File: src/rtl/msj_display_pkg.sv
// Shared types and constants for the maintenance message display: FSM states,
// the reserved alarm code and the active-low 7-segment patterns {g,f,e,d,c,b,a}.
package msj_display_pkg;

  typedef enum logic [1:0] {
    IDLE  = 2'd0,
    LOAD  = 2'd1,
    SHIFT = 2'd2,
    DONE  = 2'd3
  } state_t;

  localparam logic [7:0] ALARM_CODE = 8'hFF;

  localparam logic [6:0] SEG_0     = 7'h40;
  localparam logic [6:0] SEG_1     = 7'h79;
  localparam logic [6:0] SEG_2     = 7'h24;
  localparam logic [6:0] SEG_3     = 7'h30;
  localparam logic [6:0] SEG_4     = 7'h19;
  localparam logic [6:0] SEG_5     = 7'h12;
  localparam logic [6:0] SEG_6     = 7'h02;
  localparam logic [6:0] SEG_7     = 7'h78;
  localparam logic [6:0] SEG_8     = 7'h00;
  localparam logic [6:0] SEG_9     = 7'h10;
  localparam logic [6:0] SEG_E     = 7'h06;
  localparam logic [6:0] SEG_R     = 7'h2F;
  localparam logic [6:0] SEG_BLANK = 7'h7F;

  function automatic logic [6:0] seg_of_digit(input logic [3:0] d);
    logic [6:0] s;
    case (d)
      4'd0:    s = SEG_0;
      4'd1:    s = SEG_1;
      4'd2:    s = SEG_2;
      4'd3:    s = SEG_3;
      4'd4:    s = SEG_4;
      4'd5:    s = SEG_5;
      4'd6:    s = SEG_6;
      4'd7:    s = SEG_7;
      4'd8:    s = SEG_8;
      4'd9:    s = SEG_9;
      default: s = SEG_BLANK;
    endcase
    return s;
  endfunction

endpackage

File: src/rtl/msj_display_bin2bcd.sv
// Sequential double-dabble converter: start pulse in IDLE -> LOAD -> 8x SHIFT -> DONE.
// busy is registered; done is a one-cycle strobe while in DONE; state is exported for checkers.
module bin2bcd_seq
  import msj_display_pkg::*;
(
  input  logic       clk,
  input  logic       rst,
  input  logic       start,
  input  logic [7:0] bin,
  output logic [7:0] captured,
  output logic [3:0] hundreds,
  output logic [3:0] tens,
  output logic [3:0] units,
  output logic       busy,
  output logic       done,
  output state_t     state
);

  state_t      state_q, state_d;
  logic [3:0]  cnt_q;
  logic [19:0] sh_q;    // {hundreds, tens, units, binary}
  logic [19:0] adj;
  logic [7:0]  cap_q;
  logic        busy_q;

  always_comb begin
    state_d = state_q;
    case (state_q)
      IDLE:    if (start) state_d = LOAD;
      LOAD:    state_d = SHIFT;
      SHIFT:   if (cnt_q == 4'd1) state_d = DONE;
      default: state_d = IDLE;
    endcase
  end

  always_comb begin
    adj = sh_q;
    if (sh_q[11:8]  >= 4'd5) adj[11:8]  = sh_q[11:8]  + 4'd3;
    if (sh_q[15:12] >= 4'd5) adj[15:12] = sh_q[15:12] + 4'd3;
    if (sh_q[19:16] >= 4'd5) adj[19:16] = sh_q[19:16] + 4'd3;
  end

  always_ff @(posedge clk or negedge rst) begin
    if (!rst) begin
      state_q <= IDLE;
      cnt_q   <= 4'd0;
      sh_q    <= 20'd0;
      cap_q   <= 8'd0;
      busy_q  <= 1'b0;
    end else begin
      state_q <= state_d;
      busy_q  <= (state_d == LOAD) || (state_d == SHIFT);
      if (state_q == LOAD) begin
        cap_q <= bin;
        sh_q  <= {12'd0, bin};
        cnt_q <= 4'd8;
      end else if (state_q == SHIFT) begin
        sh_q  <= {adj[18:0], 1'b0};
        cnt_q <= cnt_q - 4'd1;
      end
    end
  end

  assign captured = cap_q;
  assign hundreds = sh_q[19:16];
  assign tens     = sh_q[15:12];
  assign units    = sh_q[11:8];
  assign busy     = busy_q;
  assign done     = (state_q == DONE);
  assign state    = state_q;

endmodule

File: src/rtl/msj_display.sv
// Display stage for the maintenance message: change detection, alarm flag with blink,
// leading-zero blanking and a 3-digit multiplexed active-low 7-segment scan.
module msj_display
  import msj_display_pkg::*;
#(
  parameter int REFRESH_DIV = 50000,
  parameter int BLINK_DIV   = 25000000
) (
  input  logic       clk,
  input  logic       rst,
  input  logic [7:0] msj_in,
  output logic [6:0] seg,
  output logic [2:0] an,
  output logic       conv_busy
);

  localparam int RW = $clog2(REFRESH_DIV);
  localparam int BW = $clog2(BLINK_DIV);
  localparam logic [RW-1:0] REF_LAST   = RW'(REFRESH_DIV - 1);
  localparam logic [BW-1:0] BLINK_LAST = BW'(BLINK_DIV - 1);

  state_t      fsm_state;
  logic [7:0]  captured;
  logic [3:0]  bcd_h, bcd_t, bcd_u;
  logic        conv_done;
  logic        start, set_alarm, is_idle;

  logic          valid_q, valid_d;
  logic          alarm_q, alarm_d;
  logic          blink_off_q, blink_off_d;
  logic [RW-1:0] ref_cnt_q, ref_cnt_d;
  logic [BW-1:0] blink_cnt_q, blink_cnt_d;
  logic [1:0]    idx_q, idx_d;
  logic [3:0]    disp_h_q, disp_t_q, disp_u_q;
  logic [3:0]    disp_h_d, disp_t_d, disp_u_d;
  logic [6:0]    seg_d;
  logic [2:0]    an_d;

  bin2bcd_seq u_bcd (
    .clk      (clk),
    .rst      (rst),
    .start    (start),
    .bin      (msj_in),
    .captured (captured),
    .hundreds (bcd_h),
    .tens     (bcd_t),
    .units    (bcd_u),
    .busy     (conv_busy),
    .done     (conv_done),
    .state    (fsm_state)
  );

  // Alarm is taken whenever FF is present in IDLE; counts convert only on change
  // (or unconditionally while no valid value is held).
  always_comb begin
    is_idle   = (fsm_state == IDLE);
    set_alarm = is_idle && (msj_in == ALARM_CODE);
    start     = is_idle && (msj_in != ALARM_CODE) && (!valid_q || (msj_in != captured));
  end

  always_comb begin
    alarm_d = alarm_q;
    if (set_alarm)  alarm_d = 1'b1;
    else if (start) alarm_d = 1'b0;

    valid_d = valid_q;
    if (set_alarm)      valid_d = 1'b0;
    else if (conv_done) valid_d = 1'b1;

    disp_h_d = disp_h_q;
    disp_t_d = disp_t_q;
    disp_u_d = disp_u_q;
    if (conv_done) begin
      disp_h_d = bcd_h;
      disp_t_d = bcd_t;
      disp_u_d = bcd_u;
    end

    ref_cnt_d = ref_cnt_q + 1'b1;
    idx_d     = idx_q;
    if (ref_cnt_q == REF_LAST) begin
      ref_cnt_d = '0;
      idx_d     = (idx_q == 2'd2) ? 2'd0 : idx_q + 2'd1;
    end

    blink_cnt_d = blink_cnt_q;
    blink_off_d = blink_off_q;
    if (set_alarm && !alarm_q) begin
      blink_cnt_d = '0;
      blink_off_d = 1'b0;
    end else if (alarm_q) begin
      if (blink_cnt_q == BLINK_LAST) begin
        blink_cnt_d = '0;
        blink_off_d = ~blink_off_q;
      end else begin
        blink_cnt_d = blink_cnt_q + 1'b1;
      end
    end
  end

  // Segment mux works from next-cycle values so digit index and display regs change together.
  always_comb begin
    seg_d = SEG_BLANK;
    if (alarm_d) begin
      if (!blink_off_d) seg_d = (idx_d == 2'd2) ? SEG_E : SEG_R;
    end else if (valid_d) begin
      case (idx_d)
        2'd0:    seg_d = seg_of_digit(disp_u_d);
        2'd1:    seg_d = (disp_h_d == 4'd0 && disp_t_d == 4'd0) ? SEG_BLANK
                                                                : seg_of_digit(disp_t_d);
        default: seg_d = (disp_h_d == 4'd0) ? SEG_BLANK : seg_of_digit(disp_h_d);
      endcase
    end
    an_d = ~(3'b001 << idx_d);
  end

  always_ff @(posedge clk or negedge rst) begin
    if (!rst) begin
      valid_q     <= 1'b0;
      alarm_q     <= 1'b0;
      blink_off_q <= 1'b0;
      ref_cnt_q   <= '0;
      blink_cnt_q <= '0;
      idx_q       <= 2'd0;
      disp_h_q    <= 4'd0;
      disp_t_q    <= 4'd0;
      disp_u_q    <= 4'd0;
      seg         <= SEG_BLANK;
      an          <= 3'b111;
    end else begin
      valid_q     <= valid_d;
      alarm_q     <= alarm_d;
      blink_off_q <= blink_off_d;
      ref_cnt_q   <= ref_cnt_d;
      blink_cnt_q <= blink_cnt_d;
      idx_q       <= idx_d;
      disp_h_q    <= disp_h_d;
      disp_t_q    <= disp_t_d;
      disp_u_q    <= disp_u_d;
      seg         <= seg_d;
      an          <= an_d;
    end
  end

endmodule

File: config.mk
export PLATFORM = sky130hd
export DESIGN_NAME = msj_display
export DESIGN_NICKNAME = d
export VERILOG_FILES = /design/src/rtl/msj_display_pkg.sv /design/src/rtl/msj_display_bin2bcd.sv /design/src/rtl/msj_display.sv
export SDC_FILE = /design/constraint.sdc
export NUM_CORES = 1
export LEC_CHECK = 0
export ABC_AREA = 0
export CAP_MARGIN = 5
export CORE_MARGIN = 2
export CORE_UTILIZATION = 56
export CTS_CLUSTER_DIAMETER = 50
export CTS_CLUSTER_SIZE = 10
export DETAILED_ROUTE_END_ITERATION = 10
export HOLD_SLACK_MARGIN = 0.1
export PLACE_DENSITY_LB_ADDON = 0.25
export SLEW_MARGIN = 20
export SYNTH_ARGS = -nofsm -noshare
export SYNTH_HDL_FRONTEND = slang
export SYNTH_SLANG_ARGS = --single-unit
export TNS_END_PERCENT = 50
File: constraint.sdc
create_clock -name clk -period 3 [get_ports clk]
set_input_delay 0.75 -clock clk [delete_from_list [all_inputs] [get_ports clk]]
set_output_delay 0.75 -clock clk [all_outputs]
set_load 0.02 [all_outputs]
# --- Yosys cells after proc, flatten, opt, wreduce, memory -nomap -nowiden ---
# Memory sizes are Yosys's and may differ from the RTL's.
# Cells that the tools add are included.
# Widths: inputs -> output; s select.
op_classes:
  n_mux: 33
  eq_ne: 14
  n_reduce_logical: 15
  n_lt_le_gt_ge: 3
  n_addsub: 7
  shift: 1
  bitwise_logic: 2
op_table:
  columns: ["cell", "count"]
  rows:
  - ["$mux 25", 3]
  - ["$mux 20", 2]
  - ["$mux 7", 5]
  - ["$mux 4", 7]
  - ["$add 25x1->25 const B", 1]
  - ["$eq 25x25->1 const B", 1]
  - ["$add 16x1->16 const B", 1]
  - ["$eq 16x16->1 const B", 1]
  - ["$mux 16", 1]
  - ["$pmux 7 s2", 1]
  - ["$ge 4x3->1 const B", 3]
  - ["$eq 2x2->1 const B", 5]
  - ["$add 4x2->4 const B", 2]
  - ["$eq 8x8->1 const B", 1]
  - ["$logic_not 4->1", 2]
  - ["$mux 2", 4]
  - ["$ne 8x8->1", 1]
  - ["$ne 8x8->1 const B", 1]
  - ["$mux 1", 7]
  - ["$eq 2x1->1 const B", 3]
  - ["$mux 6", 1]
  - ["$pmux 2 s3", 1]
  - ["$logic_and 1x1->1", 5]
  - ["$eq 4x1->1 const B", 1]
  - ["other kinds (11)", 15]
totals:
  inputBits: 10
  out_inout_bits: 11
  romBits: 336
  reg_bits: 103
  mem_count: 3
mem_list:
  columns: ["memory", "words", "word_bits", "rd", "rd_clocked_by_memory_dff", "write_ports", "line", "rtl"]
  rows:
  - ["(no name shown)", 16, 7, 1, 0, 0, "msj_display_pkg.sv:30", "case (d)"]
  - ["(no name shown)", 16, 7, 1, 0, 0, "msj_display_pkg.sv:30", null]
  - ["(no name shown)", 16, 7, 1, 0, 0, "msj_display_pkg.sv:30", null]

# --- Logic depth before layout (Yosys ltp) ---
# Gate-level depths: netlist of the first run.
logic_depth:
  ltp_word: 8
  depth_mapped: 14

# --- By module ---
# A second synthesis of the first run with hierarchy kept.
unflattened:
  hier_cells: 603
  hier_area_um2: 5939.4
modules_own_cells:
  columns: ["mod", "area_each_um2", "seq_area_each_um2", "instances", "cells_each"]
  rows:
  - ["msj_display", 4065.1, 1714.1, 1, 426]
  - ["bin2bcd_seq", 1874.3, 875.8, 1, 177]

# --- Least setup slack after synthesis of the first run ---
# No wires, ideal clock.
synth_timing:
  kind: "flip-flop to flip-flop"
  startpoint: "register u_bcd.state_q[0] (netlist: u_bcd.state[0])"
  endpoint: "register seg[5]"
  slack_ns: 0.009
  setup_time_ns: 0.077
  synth_period_minus_slack_ns: 2.991
  path_stages_with_launch: 12
  arrival_ns: 2.914
  n_path_buf: 3
  path_cell_list: "dfrtp_1 > ha_1 > buf_2 > clkbuf_1 > clkbuf_1 > o21ai_0 > ha_1 > o211a_1 > o32ai_1 > a211oi_1 > or4_1 > a21o_1"
synth_via:
  elab_chain_cells: 8
  word_cells_on_any_way: 26
  cone_classes: "eq/ne (1); mux (14); reduce/logical (8); memory (3)"
synth_lines:
  columns: ["item", "line", "rtl"]
  rows:
  - ["start, declared", "msj_display_bin2bcd.sv:19", "state_t state_q, state_d;"]
  - ["start signal, assigned", "msj_display_bin2bcd.sv:51", "state_q <= state_d;"]
  - ["parallel branches: the longest is 7 deep, another holds $mem_v2 16x7", null, null]
  - ["$mux 7 *", "msj_display.sv:104", "if (alarm_d) begin"]
  - ["named net seg_d[5]", "msj_display.sv:36", "logic [6:0] seg_d;"]
  - ["end signal, assigned", "msj_display.sv:140", "seg <= seg_d;"]
  - ["end, declared", "msj_display.sv:12", "output logic [6:0] seg,"]
# Mark *: on every way through the listed nets, which the timed path passes.
# A chain may end at the register's enable or synchronous reset.

# --- Worst setup path after layout of the first run ---
layout_timing:
  startpoint: "register u_bcd.state_q[0] (netlist: u_bcd.state[0])"
  endpoint: "register seg[5]"
layout_via:
  elab_chain_cells: 8
  word_cells_on_any_way: 26
  cone_classes: "eq/ne (1); mux (14); reduce/logical (8); memory (3)"
layout_lines:
  columns: ["item", "line", "rtl"]
  rows:
  - ["$eq 2x2->1 *", "msj_display_bin2bcd.sv:69", "assign done = (state_q == DONE);"]
  - ["$mux 4 *", "msj_display.sv:73", "if (conv_done) begin"]
  - ["named net disp_t_d[0]", "msj_display.sv:35", "logic [3:0] disp_h_d, disp_t_d, disp_u_d;"]
  - ["parallel branches: the longest is 2 deep, another holds $mem_v2 16x7", null, null]
  - ["$mux 7 *", "msj_display.sv:109", "2'd1: seg_d = (disp_h_d == 4'd0 && disp_t_d == 4'd0) ? SEG_BLANK"]
  - ["$pmux 7 s2 *", "msj_display.sv:107", "case (idx_d)"]
  - ["$mux 7 *", "msj_display.sv:106", "end else if (valid_d) begin"]
  - ["$mux 7 *", "msj_display.sv:104", null]
  - ["named net seg_d[5]", "msj_display.sv:36", null]
# Marked as above.

==> reports/qor.csv, run 1 <==
stage,metric,value,unit
outcome,status,"complete, no violations",
clocking,"Clk pin slew, worst setup/hold paths",0.11,ns
power_and_ir_drop,Cell Pwr Density,897,nW/µm²
layout,Syn-to-layout area delta,10.3,%
timing,worst slew pin tran,0.741,ns
die,die area,11500,µm²
clocking,cts hold-fix bufs,0,
logic_synthesis,most frequent cell after synthesis,dfrtp_1,
layout,NumNets Final,689,
logic_synthesis,"Seq/Total Area, Yosys",43.4,%
logic_synthesis,Mapped Cells,631,
clocking,Post-CTS Resized,0,
timing,final period utilization,96.2,%
grt,busiest grt layer,met2,
logic_synthesis,Post-Synthesis Cell Area,5960,µm²
grt,largest net degree at the start of global routing,60,
critical_path,R2R Path End,seg[5]$_DFF_PN1_,
logic_synthesis,number of synthesized flops with an enable pin,0,
critical_path,CP endpoint kind,flip-flop,
place,PortBufs,20,
die,Core ar.,10300,µm²
place,GP Congestion,0.860,
grt,first-pass GRT wire length,21.6,mm
routing,Via-to-Cell Ratio,6.01,
routing,first-pass detailed-route iteration total,5,
logic_synthesis,largest cells by area after synthesis,"dfrtp_1 39%, ha_1 5.7%, o21ai_0 4.9%",
layout,antenna cells,0,
critical_path,R2R cell count,10,
grt,initial antenna violation count,0,
place,hpwl dp,9.11,mm
routing,final WL,12.6,mm
grt,met2 Use GR,39.4,%
die,IO Pins,21,
logic_synthesis,Synth async-reset ratio,100,%
timing,skew final,0.0152,ns
min_path,HP Class,input port to async pin,
logic_synthesis,mean post-synth cell area,9.45,µm²
timing,Max-slew headroom,50.6,%
timing,final setup TNS,0,ns
grt,grt met3 use,5.53,%
clocking,H-tree levels,3,
layout,# fillers,846,
clocking,CTS tree,done,
timing,Final Setup Violations,0,
routing,Via Count,4763,
place,Inst Count DP,777,
timing,RSZ-0062 raised after global routing,no,
critical_path,r2r setup slk,0.11,ns
die,Starting Density,57.8,%
logic_synthesis,"Top FF cell, synth",dfrtp_1,
grt,grt met1 use,30.4,%
logic_synthesis,post-synthesis register bit count,103,
timing,min Tclk post-route,2.89,ns
die,Chip Height,107,µm
clocking,setup repair bufs after CTS,0,
power_and_ir_drop,Lkg Pwr,2.81,nW
timing,Max Fclk,346,MHz
grt,GRT Total Usage,23.7,%
critical_path,critical path required time,3.33,ns
layout,share of post-route cells with drive strength above 1,9.89,%
logic_synthesis,Synthesis Warnings,0,
logic_synthesis,syn nets,668,
logic_synthesis,Synth cell types,69,
critical_path,Setup Crit Path Kind,flip-flop to flip-flop,
grt,grt ovf,0,
logic_synthesis,"area leader, netlist",dfrtp_1,
clocking,root buffer cell,clkbuf_8,
critical_path,RR Startpoint,u_bcd.state[0]$_DFF_PN0_,
clocking,Worst-Skew Late Latency,0.40,ns
layout,Post-Layout Cell Count,793,
routing,antenna-violating nets left,0,
critical_path,crit path max fanout,23,
layout,final core occ,63.7,%
die,die width,107,µm
clocking,CTS sink cnt,103,
critical_path,startpoint types,flip-flop,
job,max-cap violations,0,
power_and_ir_drop,Worst VDD drop,0.589,mV
logic_synthesis,most frequent cells after synthesis,"93 x dfrtp_1, 58 x o21ai_0, 48 x nand2_1, 44 x nor2_1, 40 x inv_1",
routing,DRT iter0 DRCs,330,
routing,wire per inst,15.9,µm
critical_path,WP data arrival,3.22,ns
logic_synthesis,area share of the largest cell type after synthesis,39.0,%
routing,DRC viols,0,
clocking,CTS Buffer Depth,2,
timing,Final Hold Violating Endpoints,0,
grt,vias in the first global route,4618,
clocking,total CTS buffers,9,
die,Rows,37,
timing,"Slew Viols, Final",0,
## placed cells by master (no fill, tap or decap), types with 6 or more instances in the layout
| master | synthesis | final |
|---|---|---|
| inv_1 | 40 | 40 |
| a21oi_1 | 28 | 28 |
| xor2_1 | 11 | 11 |
| nor3_1 | 14 | 14 |
| buf_4 | 1 | 15 |
| a211oi_1 | 6 | 6 |
| o31ai_1 | 7 | 7 |
| ha_1 | 27 | 27 |
| nand2_1 | 48 | 48 |
| o21ai_0 | 58 | 58 |
| nand4_1 | 9 | 9 |
| nor2_1 | 44 | 44 |
| and2_1 | 6 | 6 |
| a21o_1 | 6 | 6 |
| xnor2_1 | 19 | 19 |
| o22ai_1 | 13 | 13 |
| mux2_2 | 11 | 11 |
| clkbuf_8 | 0 | 9 |
| nand3_1 | 24 | 24 |
| a31oi_1 | 12 | 12 |
| o211ai_1 | 6 | 6 |
| mux2i_1 | 24 | 23 |
| clkdlybuf4s50_1 | 0 | 19 |
| nand2b_1 | 7 | 7 |
| dfrtp_1 | 93 | 92 |
| dfstp_2 | 10 | 10 |
## worst max-delay path, stage by stage (launching register included)
cell and delay, ns:
dfrtp_2 0.42, ha_1 0.24, buf_12 0.19, mux2i_2 0.29
inv_1 0.13, ha_1 0.23, o211a_1 0.22, o32ai_1 0.36
a211oi_1 0.13, or4_1 0.43, a21o_1 0.19
## metrics by stage
stage	hold slack, ns	power, W	setup slack [ns]	instance area, µm²
final	0.342	0.00590	0.113	6570
after global routing	0.361	0.00638	0.0205	6570
after CTS	0.343	0.00591	0.0416	6570
after detailed placement	0.483	0.00503	0.0740	6380
after global placement	0.473	0.00489	0.285	6380
after floorplan	0.452	0.00420	0.00890	5960
## worst max-delay path by stage
stage	slack (ns)	from	end
after floorplan	0.009	u_bcd.state[0]$_DFF_PN0_	seg[5]$_DFF_PN1_
after global placement	0.29	msj_in[3]	seg[5]$_DFF_PN1_
after detailed placement	0.07	u_bcd.state[0]$_DFF_PN0_	seg[5]$_DFF_PN1_
after CTS	0.04	u_bcd.state[0]$_DFF_PN0_	seg[5]$_DFF_PN1_
after global routing	0.02	u_bcd.state[0]$_DFF_PN0_	seg[5]$_DFF_PN1_
final	0.11	u_bcd.state[0]$_DFF_PN0_	seg[5]$_DFF_PN1_
## state kept, by name, indices dropped and copies added (netlist names)
signal / flops
an: 3
u_bcd.busy: 1
disp_t_q: 4
u_bcd.state: 2
disp_h_q: 4
u_bcd.cnt_q: 4
u_bcd.sh_q: 20
u_bcd.captured: 8
ref_cnt_q: 16
disp_u_q: 4
idx_q: 2
blink_off_q: 1
blink_cnt_q: 25
seg: 7
valid_q: 1
alarm_q: 1
## area by class of cell
class / count / area, µm² / area share (%)
multi-input combinational: 460 / 3110 / 47.3
sequential: 103 / 2590 / 39.4
timing repair buffer: 37 / 363 / 5.52
tap: 136 / 170 / 2.59
inverter: 41 / 154 / 2.34
clock buffer: 9 / 124 / 1.88
clock inverter: 7 / 62.6 / 0.952
## cell families (layout without fill, tap and decap cells)
kind of cell | count (synthesis) | count (layout) | synth area share [%]
compound gates | 176 | 176 | 19.0
xor+xnor | 30 | 30 | 4.41
fa+ha+maj | 27 | 27 | 5.67
buf+inv | 68 | 94 | 4.49
flops | 103 | 103 | 43.4
mux | 35 | 35 | 6.11
simple gates | 192 | 192 | 16.9
## power breakdown
part | switching [W] | internal [W] | leakage (nW)
Sequential | 0.000289 | 0.00179 | 1.29
Clock | 0.000532 | 0.000320 | 0.0916
Combinational | 0.00168 | 0.00128 | 1.43
Total | 0.00250 | 0.00340 | 2.81
## layer usage
layer	vias up	wire (µm)	part of all wire, %
met5	-	0	0
met4	0	233	1.8
met3	19	513	4.1
met2	113	6250	50
met1	2292	5600	44
li1	2339	-	-
(Power assumes the default switching activity.)
==> run 2, diff against run 1 <==
- CORE_ASPECT_RATIO: default -> 0.75
- CORE_UTILIZATION: 56 -> 50
==> run 2 against run 1 <==
Compared with the run above: cell count grew 3.3%; power grew 5.4%; sequential share of layout area decreased by 0.82 points; first-iteration DRC count is 24% higher; sequential cell count did not move; critical path depth is 1 higher; non-clock buffer count unchanged; critical path type unchanged.
==> reports/qor.csv, run 2 (synthesis results as in run 1) <==
stage,metric,value,unit,change
clocking,CTS tree,done,,
routing,first-pass detailed-route iteration total,5,,unchanged
die,Starting Density,51.3,%,-6.4 points
grt,initial antenna violation count,0,,unchanged
timing,min Tclk post-route,2.84,ns,-0.0471 ns
critical_path,R2R cell count,11,,+1
routing,DRC viols,0,,unchanged
clocking,CTS sink cnt,103,,unchanged
layout,max reg flops,25,,unchanged
timing,final period utilization,94.7,%,-1.6 points
layout,Final Instance Area,6710,µm²,+2.1%
critical_path,Slowest Stage Delay on Critical Path,0.44,ns,about the same
layout,"commonest non-fill, non-tap cell in the layout",dfrtp_1,,
clocking,"Clk pin slew, worst setup/hold paths",0.07,ns,-0.04 ns
timing,Max Fclk,352,MHz,+1.7%
routing,final WL,12.8,mm,+1.5%
timing,Final Setup Violations,0,,unchanged
layout,antenna cells,0,,unchanged
layout,Syn-to-layout area delta,12.6,%,
die,Rows,34,,-8.1%
grt,busiest grt layer,met1,,
critical_path,Setup Crit Path Kind,flip-flop to flip-flop,,
grt,largest net degree at the start of global routing,60,,unchanged
die,IO Pins,21,,unchanged
place,PortBufs,20,,unchanged
layout,largest registers,"blink_cnt_q x25, u_bcd.sh_q x20, ref_cnt_q x16",,
routing,wire per inst,15.6,µm,-1.7%
grt,GRT Total Usage,21.4,%,-2.3 points
layout,# fillers,1003,,+19%
grt,grt met1 use,33.5,%,+3.1 points
grt,vias in the first global route,4473,,-3.1%
critical_path,critical path required time,3.25,ns,-0.08 ns
place,GP Congestion,0.859,,about the same
grt,met2 Use GR,30.6,%,-8.8 points
timing,"Slew Viols, Final",0,,unchanged
layout,"leading cell types in the layout, fill and taps excluded","92 x dfrtp_1, 58 x o21ai_0, 48 x nand2_1",,
die,die width,130,µm,+21%
clocking,setup repair bufs after CTS,0,,unchanged
grt,grt met3 use,4.18,%,-1.4 points
layout,Top reg by flops,blink_cnt_q,,
place,Inst Count DP,803,,+3.3%
critical_path,crit path max fanout,37,,+61%
timing,final setup TNS,0,ns,unchanged
power_and_ir_drop,Lkg Pwr,2.87,nW,+1.9%
timing,worst slew pin tran,0.658,ns,-0.0822 ns
layout,area of the multi-input gates,3100,µm²,-0.16%
clocking,CTS Buffer Depth,2,,unchanged
clocking,H-tree levels,3,,unchanged
timing,RSZ-0062 raised after global routing,no,,
routing,DRT iter0 DRCs,408,,+24%
layout,share of post-route cells with drive strength above 1,9.59,%,-0.30 points
layout,register area,2590,µm²,unchanged
routing,Via-to-Cell Ratio,5.84,,-2.8%
clocking,root buffer cell,clkbuf_16,,
min_path,HP Class,input port to async pin,,
place,hpwl dp,9.10,mm,about the same
critical_path,CP endpoint kind,flip-flop,,
grt,first-pass GRT wire length,22.1,mm,+2.4%
grt,grt ovf,0,,unchanged
critical_path,WP data arrival,3.09,ns,-0.13 ns
die,Core ar.,11600,µm²,+12%
critical_path,Critical-path top delay cell,dfrtp_2,,
clocking,Worst-Skew Late Latency,0.34,ns,-0.06 ns
power_and_ir_drop,Pwr Total,0.00622,W,+5.4%
layout,NumNets Final,689,,unchanged
critical_path,startpoint types,flip-flop,,
layout,Post-Layout Cell Count,819,,+3.3%
clocking,total CTS buffers,9,,unchanged
timing,skew final,0.00507,ns,-0.0101 ns
critical_path,R2R Path End,seg[6]$_DFF_PN1_,,
die,Chip Height,98.6,µm,-8.0%
critical_path,r2r setup slk,0.16,ns,+0.05 ns
critical_path,cells along the critical path,ha_1 > buf_12 > mux2_2 > inv_1 > ha_1 > and2_1 > o221ai_1 > and2_1 > nand2_1 > a2111oi_0 > a21boi_0,,
outcome,status,"complete, no violations",,
power_and_ir_drop,Worst VDD drop,0.575,mV,-2.4%
job,max-cap violations,0,,unchanged
routing,Via Count,4782,,+0.40%
place,DP Area,6410,µm²,+0.51%
die,die area,12800,µm²,+12%
power_and_ir_drop,Cell Pwr Density,926,nW/µm²,+3.2%
timing,Final Hold Violating Endpoints,0,,unchanged
timing,Max-slew headroom,55.0,%,+4.3 points
critical_path,RR Startpoint,u_bcd.state[0]$_DFF_PN0_,,
routing,antenna-violating nets left,0,,unchanged
[run 2: cell count changes in the layout (fill, tap and decap cells not counted)]
cell	before	now
mux2i_1	23	24
clkbuf_1	0	1
inv_8	3	0
clkinvlp_4	2	1
clkinv_2	1	2
a2111oi_1	1	0
mux2i_2	1	0
clkbuf_16	0	9
a2111oi_0	1	2
bufinv_16	0	1
clkbuf_8	9	1
[run 2: what timing repair did]
item                       CTS  global route
hold buffers                 0             0
setup endpoints to repair    0             1
gates resized for setup      0             1
[run 2: stage by stage]
stage / util [%] / hold WS [ns] / worst slack, ns
2_1_floorplan: - / 0.452 / 0.00890
3_3_place_gp: 55.2 / 0.475 / 0.247
3_5_place_dp: 55.2 / 0.489 / 0.223
4_1_cts: 57.8 / 0.432 / 0.188
5_1_grt: 57.8 / 0.446 / 0.0246
6_report: 57.8 / 0.412 / 0.160
[run 2: critical path, delay by kind of cell (launching register included)]
family | cells | cell delay (ns)
compound gates | 3 | 0.73
fa+ha+maj | 2 | 0.51
simple gates | 3 | 0.48
flops | 1 | 0.44
mux | 1 | 0.30
buf+inv | 2 | 0.27
[run 2: area by class of cell]
type                    count  area share, %
flip-flops and latches    103           38.6
inverters                  41           2.29
multi-input cells         460           46.2
clock buffers              11           3.62
repair buffers             37           5.40
well taps                 162           3.02
clock inverters             5          0.839
[run 2: worst max-delay path by stage]
stage,startpoint,to,cells after the start
after floorplan,u_bcd.state[0]$_DFF_PN0_,seg[5]$_DFF_PN1_,11
after global placement,msj_in[7],seg[5]$_DFF_PN1_,7
after detailed placement,msj_in[7],seg[5]$_DFF_PN1_,7
after CTS,u_bcd.state[0]$_DFF_PN0_,seg[6]$_DFF_PN1_,11
after global routing,u_bcd.state[0]$_DFF_PN0_,seg[6]$_DFF_PN1_,11
final,u_bcd.state[0]$_DFF_PN0_,seg[6]$_DFF_PN1_,11
[run 2: routing by layer]
metal | vias up | share of wire [%]
met5 | - | 0
met2 | 115 | 43
li1 | 2330 | -
met4 | 0 | 0.81
met3 | 10 | 4.3
met1 | 2327 | 52
[run 2: where the power goes]
| part | internal (W) | switching [W] | leakage, nW |
|---|---|---|---|
| Sequential | 0.00180 | 0.000296 | 1.29 |
| Combinational | 0.00126 | 0.00167 | 1.43 |
| Clock | 0.000671 | 0.000517 | 0.146 |
